$ cat src/rtl/in_port_fifo.sv
// First-word-fall-through input-port FIFO: valid/ready producer side, head byte on IN, popped by rd_ack.
// Optional sticky underflow flag `err` is built only when INPORT_ERR_EN is defined.
module in_port_fifo #(
  parameter int WIDTH = 8,
  parameter int DEPTH = 4
) (
  input  logic                     clk,
  input  logic                     rst_n,
  input  logic [WIDTH-1:0]         ext_data,
  input  logic                     ext_valid,
  output logic                     ext_ready,
  input  logic                     rd_ack,
  output logic [WIDTH-1:0]         IN,
  output logic                     in_avail,
  output logic [$clog2(DEPTH):0]   count
`ifdef INPORT_ERR_EN
  ,
  output logic                     err
`endif
);

  localparam int AW = $clog2(DEPTH);
  localparam int CW = AW + 1;
  localparam logic [CW-1:0] FULL_COUNT = CW'(DEPTH);

  if (DEPTH < 2 || (DEPTH & (DEPTH - 1)) != 0) begin : g_depth_check
    $error("in_port_fifo: DEPTH must be a power of two and at least 2");
  end

  logic [WIDTH-1:0] mem_q [DEPTH];
  logic [WIDTH-1:0] mem_d [DEPTH];
  logic [AW-1:0]    rp_q, rp_d;
  logic [AW-1:0]    wp_q, wp_d;
  logic [CW-1:0]    count_q, count_d;
  logic             push, pop;

  // Flags come from registered occupancy only, so ext_ready never depends on
  // ext_valid or rd_ack in the same cycle.
  assign ext_ready = (count_q != FULL_COUNT);
  assign in_avail  = (count_q != '0);
  assign count     = count_q;
  assign IN        = in_avail ? mem_q[rp_q] : '0;

  assign push = ext_valid && ext_ready;
  assign pop  = rd_ack && in_avail;

  always_comb begin
    // NOTE: every signal gets a default first so no path leaves it unassigned,
    // which would otherwise infer a latch.
    mem_d   = mem_q;
    rp_d    = rp_q;
    wp_d    = wp_q;
    count_d = count_q;

    if (push) begin
      mem_d[wp_q] = ext_data;
      wp_d        = wp_q + AW'(1);
    end
    if (pop) begin
      rp_d = rp_q + AW'(1);
    end

    unique case ({push, pop})
      2'b10:   count_d = count_q + CW'(1);
      2'b01:   count_d = count_q - CW'(1);
      default: count_d = count_q;
    endcase
  end

  always_ff @(posedge clk or negedge rst_n) begin
    // NOTE: sequential state uses non-blocking assignments so all flops sample
    // the pre-edge values regardless of statement order.
    if (!rst_n) begin
      rp_q    <= '0;
      wp_q    <= '0;
      count_q <= '0;
    end else begin
      rp_q    <= rp_d;
      wp_q    <= wp_d;
      count_q <= count_d;
    end
  end

  // NOTE: the storage array is deliberately left out of reset; stale entries
  // are never visible because IN is masked to zero while empty.
  always_ff @(posedge clk) begin
    mem_q <= mem_d;
  end

`ifdef INPORT_ERR_EN
  logic err_q, err_d;

  // Sticky: any pop attempt on an empty FIFO latches until reset.
  always_comb begin
    err_d = err_q | (rd_ack & ~in_avail);
  end

  always_ff @(posedge clk or negedge rst_n) begin
    if (!rst_n) begin
      err_q <= 1'b0;
    end else begin
      err_q <= err_d;
    end
  end

  assign err = err_q;
`endif

endmodule

$ cat config.mk
export PLATFORM = sky130hd
export DESIGN_NAME = in_port_fifo
export DESIGN_NICKNAME = d
export VERILOG_FILES = /design/src/rtl/in_port_fifo.sv
export SDC_FILE = /design/constraint.sdc
export NUM_CORES = 1
export LEC_CHECK = 0
export BUFFER_PORTS_ARGS = -buffer_cell sky130_fd_sc_hd__buf_2
export CAP_MARGIN = 25
export CELL_PAD_IN_SITES_DETAIL_PLACEMENT = 1
export CELL_PAD_IN_SITES_GLOBAL_PLACEMENT = 1
export CORE_MARGIN = 2
export CORE_UTILIZATION = 47
export DETAILED_ROUTE_END_ITERATION = 6
export MAX_ROUTING_LAYER = met4
export PLACE_DENSITY_LB_ADDON = 0.1
export SLEW_MARGIN = 30
export SYNTH_ARGS = -nofsm -noshare
export SYNTH_HDL_FRONTEND = slang
export SYNTH_SLANG_ARGS = --single-unit
$ cat constraint.sdc
create_clock -name clk -period 2.8 [get_ports clk]
set_input_delay 0.56 -clock clk [delete_from_list [all_inputs] [get_ports clk]]
set_output_delay 0.56 -clock clk [all_outputs]
set_load 0.01 [all_outputs]
==> results of run 1 <==
[power breakdown]
group | internal (mW) | total, mW | leakage (nW) | switching [mW]
combinational | 0.378 | 0.700 | 0.310 | 0.322
sequential | 0.785 | 0.914 | 0.375 | 0.129
clock | 0.0978 | 0.275 | 0.0326 | 0.177
total | 1.26 | 1.89 | 0.717 | 0.629
[logic make-up (layout without fill, tap and decap cells)]
family,count (synthesis),after routing,share of synthesized area [%]
adder cells (fa/ha/maj),6,6,5.050
multiplexers,10,10,12.55
flip-flops,39,39,69.47
buffers and inverters,9,38,2.219
AND/OR/NAND/NOR,18,18,7.498
XOR/XNOR,6,6,3.214
[per-layer routing]
layer  vias to the layer above  GRT usage, %  wire length, microns
li1                        379             -                     -
met1                       411         17.89                  1102
met2                        21         28.46                  1490
met3                         4         5.405                   156
met4                         0         8.333                    65
met5                         -             -                     0
[cell type report]
type | count | area [sq um]
Clock buffer | 6 | 41.29
Clock inverter | 2 | 11.26
Fill cell | 335 | 1485
Inverter | 6 | 22.52
Multi-Input combinational cell | 40 | 462.9
Sequential cell | 39 | 1136
Tap cell | 46 | 57.56
Timing Repair Buffer | 24 | 120.1
[worst max-delay path by stage]
stage / from / end / slack [ps] / depth (start not counted)
after CTS: rp_q[0]$_DFFE_PN0P_ / IN[3] / 230 / 3
after detailed placement: count[0]$_DFFE_PN0P_ / count[2]$_DFFE_PN0P_ / 520 / 8
final: rp_q[0]$_DFFE_PN0P_ / IN[0] / 300 / 3
after global placement: count[0]$_DFFE_PN0P_ / count[2]$_DFFE_PN0P_ / 610 / 8
after global routing: rp_q[0]$_DFFE_PN0P_ / IN[5] / 130 / 3
after floorplan: count[0]$_DFFE_PN0P_ / count[2]$_DFFE_PN0P_ / 650 / 9
[sequential cells by signal, summed over array words and instances, names as in the netlist]
signal  cells
wp_q        2
count       3
mem_q      32
rp_q        2
[per-stage QoR]
step	cell area, sq um	hold WS, ps	power (mW)	utilization [%]
after floorplan	1635	264.4	1.403	-
after CTS	1852	11.71	1.927	55.49
after detailed placement	1799	408.2	1.655	53.92
after global placement	1799	404.0	1.612	53.92
final	1852	30.84	1.889	55.49
after global routing	1852	9.376	2.029	55.49
[placed cells by master (no fill, tap or decap), drive strengths merged]
cell type | synthesis | layout
buf | 2 | 24
dfrtp | 7 | 7
nand3 | 1 | 1
edfxtp | 32 | 32
or3 | 1 | 1
clkinv | 0 | 1
nor2 | 1 | 1
xor2 | 3 | 3
fa | 1 | 1
inv | 6 | 7
mux4 | 8 | 8
mux2 | 1 | 1
and3 | 4 | 4
mux2i | 1 | 1
and2 | 10 | 10
clkbuf | 1 | 6
xnor2 | 3 | 3
or3b | 1 | 1
ha | 5 | 5
==> reports/results.tsv, run 1 <==
stage	metric	value	unit
status	status	finished clean	
critical_path	crit_path_start_kind	flip-flop	
sta	fin_ws	296.0	ps
clocking	clock_sinks	39	
clocking	cts_root_buffer	clkbuf_4	
sta	hold_violations	0	
logic_synthesis	async_reset_ff_share	17.95	%
logic_synthesis	synth_area	1635	sq um
sta	slew_headroom	61.60	%
critical_path	reg2reg_from	count[0]$_DFFE_PN0P_	
die	fp.dieArea	3967	sq um
power	power_density	1020	nW/um^2
sta	fin_skew	14.68	ps
logic_synthesis	ys_ff_latch	39	
sta	post-route-min-period	2504	ps
worst_hold_path	worstHoldPathType	input pin to async pin	
clocking	clock_path_buffers	2	
route	dr.pass1.iters	4	
route	drc_errors	0	
power	ir_worst_vdd	0.4697	mV
die	start_util	49.01	%
clocking	cts_resized	0	
route	vias	815	
grt	grt_pass1_vias	898	
logic_synthesis	avgSynthCellArea	18.58	sq um
clocking	clk_latency	340	ps
job	drv_cap	0	
logic_synthesis	synth_area_leaders	edfxtp_1, mux4_2, dfrtp_1, ha_1, and2_1	
sta	fmaxAchievable	399.4	MHz
die	coreArea	3337	sq um
layout	drive_above_1_share	40.17	%
critical_path	critical_path.top_delay_family	flip-flops	
clocking	cts_tree	yes	
route	wire_per_inst	17.27	microns
critical_path	crit_arrival	1940	ps
route	drtAntennaViolNets	0	
grt	grt_max_degree	13	
clocking	cts_max_level	2	
sta	setup_tns	0	ps
logic_synthesis	synth_edf_count	32	
critical_path	path_buf_inv	1	
logic_synthesis	yosysMostFrequentCell	edfxtp_1	
critical_path	r2r-end	count[2]$_DFFE_PN0P_	
place	place_hpwl	2070	microns
route	viasPerCell	5.000	
logic_synthesis	ys.flop_type	edfxtp_1	
critical_path	reg2reg_slack	520	ps
critical_path	critPathMaxStageDelay	730	ps
sta	setup_violations	0	
layout	area_delta_synth_final	13.24	%
critical_path	crit_required	2240	ps
route	drtIter0Drc	26	
die	io_pins	25	
clocking	post_cts_buffers	0	
layout	stdcell_count	163	
sta	worst_pin_slew	576.0	ps
layout	layout.nets	134	
logic_synthesis	yosysWarnings	0	
layout	diodes	0	
place	dp_worst_setup_slack	523.3	ps
grt	grt_overflow_total	0	
place	gp_congestion	0.6681	
logic_synthesis	ys_seq_area_share	69.47	%
die	fp.dieW	62.99	microns
place	dp_cells	155	
critical_path	crit_type	flip-flop to output pin	
logic_synthesis	synthDistinctLibCells	19	
power	p_leak	0.7171	nW
die	die_y	62.99	microns
route	drt_wl_total	2815	microns
critical_path	worst_setup_path_end_kind	output pin	
clocking	clk_pin_slew_worst_paths	110	ps
clocking	cts_buffers	5	
logic_synthesis	syn_inst	88	
critical_path	critical_path.max_fanout	10	
critical_path	worst_path_max_delay_cell	dfrtp_1	
sta	rsz0062_at_grt	no	
critical_path	rr_worst_depth	9	
grt	grt_util_all_layers	16.91	%
grt	grt_antenna_before_repair	0	
sta	finalMaxSlewViolations	0	
critical_path	path_cells	mux4_2 > and2_1 > buf_2	
place	io_buffers	24	
logic_synthesis	synth_top_area_share	58.76	%
clocking	ctsHoldBuffers	0	
logic_synthesis	netlist.top_cell.by_area	edfxtp_1	
logic_synthesis	synth_common_cells	edfxtp_1, and2_1, mux4_2, dfrtp_1, inv_1	
sta	min_period_over_period	89.43	%
die	fp-row-count	21	
logic_synthesis	syn_nets	106	
grt	grt_pass1_wl	4547	microns
(Power assumes the default switching activity.)
==> run 2: changes to the inputs <==
GPL_TIMING_DRIVEN = 0   (was unset)
clock period = 2.6 ns   (was 2.8 ns; I/O delays follow)
==> reports/results.tsv, run 2 (same netlist as run 1, synthesis figures left out) <==
stage	metric	value	unit	change
sta	setup_violations	0		unchanged
route	drc_errors	0		unchanged
die	fp.dieW	62.99	microns	unchanged
route	drtAntennaViolNets	0		unchanged
clocking	cts_buffers	5		unchanged
grt	grt_overflow_total	0		unchanged
grt	grt_max_degree	12		was 13
layout	layout.nets	138		was 134
clocking	cts_root_buffer	clkbuf_4		unchanged
die	fp.dieArea	3967	sq um	unchanged
route	drt_wl_total	2851	microns	was 2815 microns
sta	worst_pin_slew	595.9	ps	was 576.0 ps
clocking	clk_latency	330	ps	was 340 ps
sta	fin_skew	9.622	ps	was 14.68 ps
worst_hold_path	worstHoldPathType	input pin to flip-flop		was input pin to async pin
place	gp_congestion	0.6450		was 0.6681
power	power.switching	677.1	uW	was 628.5 uW
sta	min_period_over_period	90.81	%	
critical_path	worst_setup_path_end_kind	output pin		unchanged
sta	hold_ws	402.7	ps	was 30.84 ps
grt	grt_most_used_layer	met2		unchanged
place	place_hpwl	2014	microns	was 2070 microns
grt	use_met1	18.79	%	was 17.89%
route	drtIter0Drc	33		was 26
grt	grt_util_all_layers	17.00	%	was 16.91%
sta	rsz0062_at_grt	no		unchanged
sta	post-route-min-period	2361	ps	
power	swShare	33.09	%	was 33.27%
place	io_buffers	24		unchanged
route	dr.pass1.iters	4		unchanged
sta	slew_headroom	60.27	%	was 61.60%
layout	layout_common_cells	edfxtp_1, buf_2, and2_1, mux4_2, dfrtp_1		unchanged
critical_path	crit_arrival	1840	ps	was 1940 ps
power	ir_worst_vdd	0.5254	mV	was 0.4697 mV
grt	grt_antenna_before_repair	0		unchanged
layout	area_delta_synth_final	14.46	%	was 13.24%
job	drv_cap	0		unchanged
clocking	cts_max_level	2		unchanged
layout	mostFrequentLayoutCell	edfxtp_1		unchanged
die	start_util	49.01	%	unchanged
route	viasPerCell	5.108		was 5.000
layout	largest_reg_flops	32		unchanged
power	pwr-share-comb	41.4	%	was 37.0%
grt	grtUsageMet2	28.59	%	was 28.46%
critical_path	crit_type	flip-flop to output pin		unchanged
power	seqPwrFrac	44.8	%	was 48.4%
clocking	clock_sinks	39		unchanged
sta	finalMaxSlewViolations	0		unchanged
clocking	clock_path_buffers	2		unchanged
power	power_density	1093	nW/um^2	was 1020 nW/um^2
grt	grt_pass1_vias	950		was 898
grt	grt_util_met3	3.964	%	was 5.405%
place	dp_worst_setup_slack	374.3	ps	was 523.3 ps
layout	drive_above_1_share	38.84	%	was 40.17%
layout	regArea	1136	sq um	unchanged
clocking	post_cts_buffers	0		unchanged
sta	fmaxAchievable	423.5	MHz	
layout	top_register	mem_q		unchanged
critical_path	crit_required	2080	ps	was 2240 ps
grt	grt_pass1_wl	4774	microns	was 4547 microns
die	io_pins	25		unchanged
power	internal-power	1.369	mW	was 1.261 mW
die	die_y	62.99	microns	unchanged
clocking	cts_tree	yes		unchanged
die	fp-row-count	21		unchanged
sta	hold_violations	0		unchanged
critical_path	critical_path.max_fanout	9		was 10
power	clkPwrFrac	13.7	%	was 14.6%
layout	final.fill_count	342		was 335
die	coreArea	3337	sq um	unchanged
route	wire_per_inst	17.07	microns	was 17.27 microns
clocking	clk_pin_slew_worst_paths	110	ps	about the same
sta	setup_tns	0	ps	unchanged
layout	diodes	0		unchanged
layout	multi_input_comb_area	462.9	sq um	unchanged
power	p_leak	0.7238	nW	was 0.7171 nW
sta	fin_ws	238.9	ps	was 296.0 ps
status	status	finished clean		unchanged
route	vias	853		was 815
critical_path	crit_path_start_kind	flip-flop		unchanged
## run 2: cell count changes in the layout (fill, tap and decap cells not counted), sizes merged
cell         previous run  this run
clkbuf                  6         7
dlygate4sd3             0         1
buf                    24        26
clkinv                  1         2
inv                     7         6
## run 2: path summary, 6_finish.rpt
path,from,endpoint,slack (ps),depth (start not counted)
max,rp_q[1]$_DFFE_PN0P_,IN[4],240,4
min,ext_data[5],mem_q[13]$_DFFE_PP_,400,1
max reg2reg,count[0]$_DFFE_PN0P_,count[2]$_DFFE_PN0P_,360,9
min reg2reg,count[2]$_DFFE_PN0P_,count[2]$_DFFE_PN0P_,530,1
max in group asynchronous,rst_n,wp_q[1]$_DFFE_PN0P_,1890,2
min in group asynchronous,rst_n,rp_q[1]$_DFFE_PN0P_,540,2
## run 2: layer usage
metal | routed length [microns] | part of all wire, % | vias to the layer above
met5 | 0 | 0 | -
met4 | 36 | 1.3 | 0
met3 | 155 | 5.4 | 4
met2 | 1541 | 54 | 26
met1 | 1118 | 39 | 433
li1 | - | - | 390
## run 2: critical path, cell delays in order (launching register included)
cell and delay, ps:
dfrtp_1 350, clkbuf_1 470, mux4_2 390, and2_1 170
buf_2 130
## run 2: through the flow
stage	total power, mW	utilization, %	std cells	instance area [sq um]
3_3_place_gp	1.751	54.33	158	1813
2_1_floorplan	1.510	-	88	1635
4_1_cts	2.078	55.79	166	1862
3_5_place_dp	1.798	54.33	158	1813
5_1_grt	2.196	56.09	167	1872
6_report	2.046	56.09	167	1872
## run 2: what timing repair did
item	4_1_cts	5_1_grt
hold buffers	0	1
endpoints found under the hold margin	0	7
gates resized for setup	0	0
endpoints found under the setup margin	0	0
## run 2: power by group through the flow
stage	Combinational [mW]	Sequential [mW]	Clock (mW)
finish	0.848	0.918	0.281
CTS	0.870	0.918	0.290
global placement	0.832	0.919	0
floorplan	0.590	0.920	0
global route	0.942	0.934	0.320
detailed placement	0.866	0.932	0
## run 2: layout make-up
class / instances / share of cell area (%)
plain buffers: 3 / 0.7353
clock buffers: 6 / 2.206
clock inverters: 2 / 0.4011
inverters: 6 / 1.203
multi-input cells: 40 / 24.73
flip-flops and latches: 39 / 60.70
well taps: 46 / 3.075
repair buffers: 25 / 6.952
==> run 3: changes to the inputs <==
ABC_AREA = 1   (was unset)
CORE_UTILIZATION = 44   (was 47)
GPL_ROUTABILITY_DRIVEN = 1   (was unset)
PLACE_DENSITY = 0.79   (was unset)
PLACE_DENSITY_LB_ADDON = unset   (was 0.1)
==> reports/results.tsv, run 3 <==
stage	metric	value	unit	change
grt	grtUsageMet2	35.58	%	was 28.59%
die	die_y	68.63	microns	was 62.99 microns
layout	drive_above_1_share	18.69	%	was 38.84%
die	io_pins	25		unchanged
critical_path	r2r-end	count[2]$_DFFE_PN0P_		unchanged
route	dr.pass1.iters	4		unchanged
sta	finalMaxSlewViolations	0		unchanged
logic_synthesis	synth_edf_count	32		unchanged
logic_synthesis	ys_ff_latch	39		unchanged
clocking	cts_resized	0		unchanged
power	seqPwrFrac	38.3	%	was 44.8%
sta	fmaxAchievable	483.5	MHz	was 423.5 MHz
logic_synthesis	async_reset_ff_share	17.95	%	unchanged
clocking	clk_latency	290	ps	was 330 ps
layout	multi_input_comb_area	467.9	sq um	was 462.9 sq um
grt	grt_pass1_wl	6417	microns	was 4774 microns
route	viasPerCell	4.860		was 5.108
sta	setup_violations	0		unchanged
route	drc_errors	0		unchanged
critical_path	crit_path_end	IN[7]		was IN[4]
status	status	finished clean		unchanged
sta	worst_pin_slew	886.8	ps	was 595.9 ps
clocking	cts_buffers	5		unchanged
route	drt_wl_total	3981	microns	was 2851 microns
sta	post-route-min-period	2068	ps	was 2361 ps
critical_path	critical_path.max_fanout	8		was 9
layout	layout.nets	231		was 138
die	start_util	45.95	%	was 49.01%
critical_path	rr_worst_depth	10		was 9
sta	setup_tns	0	ps	unchanged
clocking	clock_sinks	39		unchanged
logic_synthesis	avgSynthCellArea	10.10	sq um	was 18.58 sq um
sta	fin_skew	6.428	ps	was 9.622 ps
clocking	post_cts_buffers	0		unchanged
job	drv_cap	0		unchanged
logic_synthesis	yosysWarnings	0		unchanged
sta	slew_headroom	40.66	%	was 60.27%
sta	rsz0062_at_grt	no		unchanged
layout	layout_common_cells	inv_1, nand2_1, edfxtp_1, buf_2, nand3_1		was edfxtp_1, buf_2, and2_1, mux4_2, dfrtp_1
logic_synthesis	synth_area	1838	sq um	was 1635 sq um
power	clkPwrFrac	16.2	%	was 13.7%
grt	grt_max_degree	12		unchanged
power	ir_worst_vdd	0.4764	mV	was 0.5254 mV
power	swShare	40.19	%	was 33.09%
die	fp.dieW	68.63	microns	was 62.99 microns
power	internal-power	1.429	mW	was 1.369 mW
critical_path	worst_setup_path_end_kind	output pin		unchanged
layout	area_delta_synth_final	14.36	%	was 14.46%
sta	hold_violations	0		unchanged
grt	use_met1	23.34	%	was 18.79%
grt	grt_util_all_layers	20.45	%	was 17.00%
logic_synthesis	synthDistinctLibCells	19		unchanged
logic_synthesis	synth_area_leaders	edfxtp_1, dfrtp_1, inv_1, nand2_1, nand3_1		was edfxtp_1, mux4_2, dfrtp_1, ha_1, and2_1
sta	min_period_over_period	79.54	%	was 90.81%
grt	grt_most_used_layer	met2		unchanged
layout	final.fill_count	464		was 342
layout	top_register	mem_q		unchanged
logic_synthesis	netlist.top_cell.by_area	edfxtp_1		unchanged
critical_path	reg2reg_slack	650	ps	was 360 ps
critical_path	crit_type	flip-flop to output pin		unchanged
clocking	cts_max_level	2		unchanged
die	fp-row-count	23		was 21
layout	largest_reg_flops	32		unchanged
clocking	cts_tree	yes		unchanged
grt	grt_overflow_total	0		unchanged
place	gp_congestion	0.7244		was 0.6450
logic_synthesis	syn_nets	200		was 106
grt	grt_pass1_vias	1318		was 950
critical_path	crit_start	count[1]$_DFFE_PN0P_		was rp_q[1]$_DFFE_PN0P_
place	place_hpwl	2854	microns	was 2014 microns
route	vias	1283		was 853
clocking	clock_path_buffers	2		unchanged
sta	hold_ws	50.98	ps	was 402.7 ps
die	fp.dieArea	4710	sq um	was 3967 sq um
place	io_buffers	24		unchanged
critical_path	crit_path_start_kind	flip-flop		unchanged
logic_synthesis	syn_inst	182		was 88
clocking	ctsHoldBuffers	0		unchanged
grt	grt_util_met3	4.058	%	was 3.964%
layout	stdcell_count	264		was 167
critical_path	reg2reg_from	count[1]$_DFFE_PN0P_		was count[0]$_DFFE_PN0P_
die	coreArea	4000	sq um	was 3337 sq um
clocking	cts_root_buffer	clkbuf_8		was clkbuf_4
logic_synthesis	synth_top_area_share	52.28	%	was 58.76%
layout	diodes	0		unchanged
power	power	2.389	mW	was 2.046 mW
logic_synthesis	yosysMostFrequentCell	inv_1		was edfxtp_1
clocking	clk_pin_slew_worst_paths	70	ps	was 110 ps
power	pwr-share-comb	45.5	%	was 41.4%
worst_hold_path	worstHoldPathType	input pin to async pin		was input pin to flip-flop
power	p_leak	1.014	nW	was 0.7238 nW
route	drtAntennaViolNets	0		unchanged
power	power_density	1136	nW/um^2	was 1093 nW/um^2
route	drtIter0Drc	32		was 33
critical_path	crit_arrival	1550	ps	was 1840 ps
layout	regArea	1136	sq um	unchanged
logic_synthesis	ys.flop_type	edfxtp_1		unchanged
route	wire_per_inst	15.08	microns	was 17.07 microns
place	dp_cells	256		was 158
logic_synthesis	synth_common_cells	inv_1, nand2_1, edfxtp_1, nand3_1		was edfxtp_1, and2_1, mux4_2, dfrtp_1, inv_1
power	power.switching	959.9	uW	was 677.1 uW
critical_path	crit_required	2080	ps	about the same
layout	mostFrequentLayoutCell	inv_1		was edfxtp_1
grt	grt_antenna_before_repair	0		unchanged
logic_synthesis	ys_seq_area_share	61.81	%	was 69.47%
[run 3: per-stage QoR]
step           setup slack, ps  cell area (sq um)  util (%)
2_1_floorplan            762.2               1838         -
3_3_place_gp             787.0               2021     50.52
3_5_place_dp             658.3               2021     50.52
4_1_cts                  535.2               2102     52.55
5_1_grt                  442.9               2102     52.55
6_report                 531.9               2102     52.55
[run 3: kinds of logic after synthesis]
family | count (synthesis) | synth area share [%]
AOI/OAI and AO/OA | 10 | 2.927
xor gates and xnor gates | 2 | 0.9532
adders and majority gates | 6 | 4.493
buffers and inverters | 52 | 12.73
DFF | 39 | 61.81
and+or+nand+nor | 73 | 17.09
[run 3: power by group through the flow]
| stage | Combinational (mW) | Clock, mW | Sequential [mW] |
|---|---|---|---|
| 2_1_floorplan | 0.720 | 0 | 0.920 |
| 4_1_cts | 1.10 | 0.395 | 0.916 |
| 5_1_grt | 1.23 | 0.427 | 0.928 |
| 6_report | 1.09 | 0.387 | 0.915 |
| 3_5_place_dp | 1.09 | 0 | 0.929 |
| 3_3_place_gp | 1.02 | 0 | 0.916 |
[run 3: per-layer routing]
metal,part of all wire [%],up-vias
li1,-,631
met1,44,624
met2,52,20
met3,2.6,8
met4,1.4,0
met5,0,-
[run 3: worst max-delay path, cell delays in order (launching register included)]
cell and delay [ps]:
dfrtp_1 400, inv_1 120, nand3_1 160, inv_1 320
a21oi_1 100, buf_2 160
[run 3: worst min-delay path by stage]
| stage | to | cells after the start | slack, ps | start |
|---|---|---|---|---|
| after CTS | wp_q[1]$_DFFE_PN0P_ | 1 | 50 | rst_n |
| after detailed placement | wp_q[0]$_DFFE_PN0P_ | 1 | 370 | rst_n |
| after floorplan | count[0]$_DFFE_PN0P_ | 0 | 220 | rst_n |
| final | wp_q[0]$_DFFE_PN0P_ | 1 | 50 | rst_n |
| after global routing | wp_q[0]$_DFFE_PN0P_ | 1 | 50 | rst_n |
| after global placement | wp_q[0]$_DFFE_PN0P_ | 1 | 360 | rst_n |
[run 3: layout make-up]
cell class	instances	area share [%]
flip-flops and latches	39	54.05
clock buffers	7	3.631
plain buffers	4	2.321
inverters	48	8.810
well taps	50	2.976
repair buffers	24	5.714
multi-input cells	91	22.26
clock inverters	1	0.2381
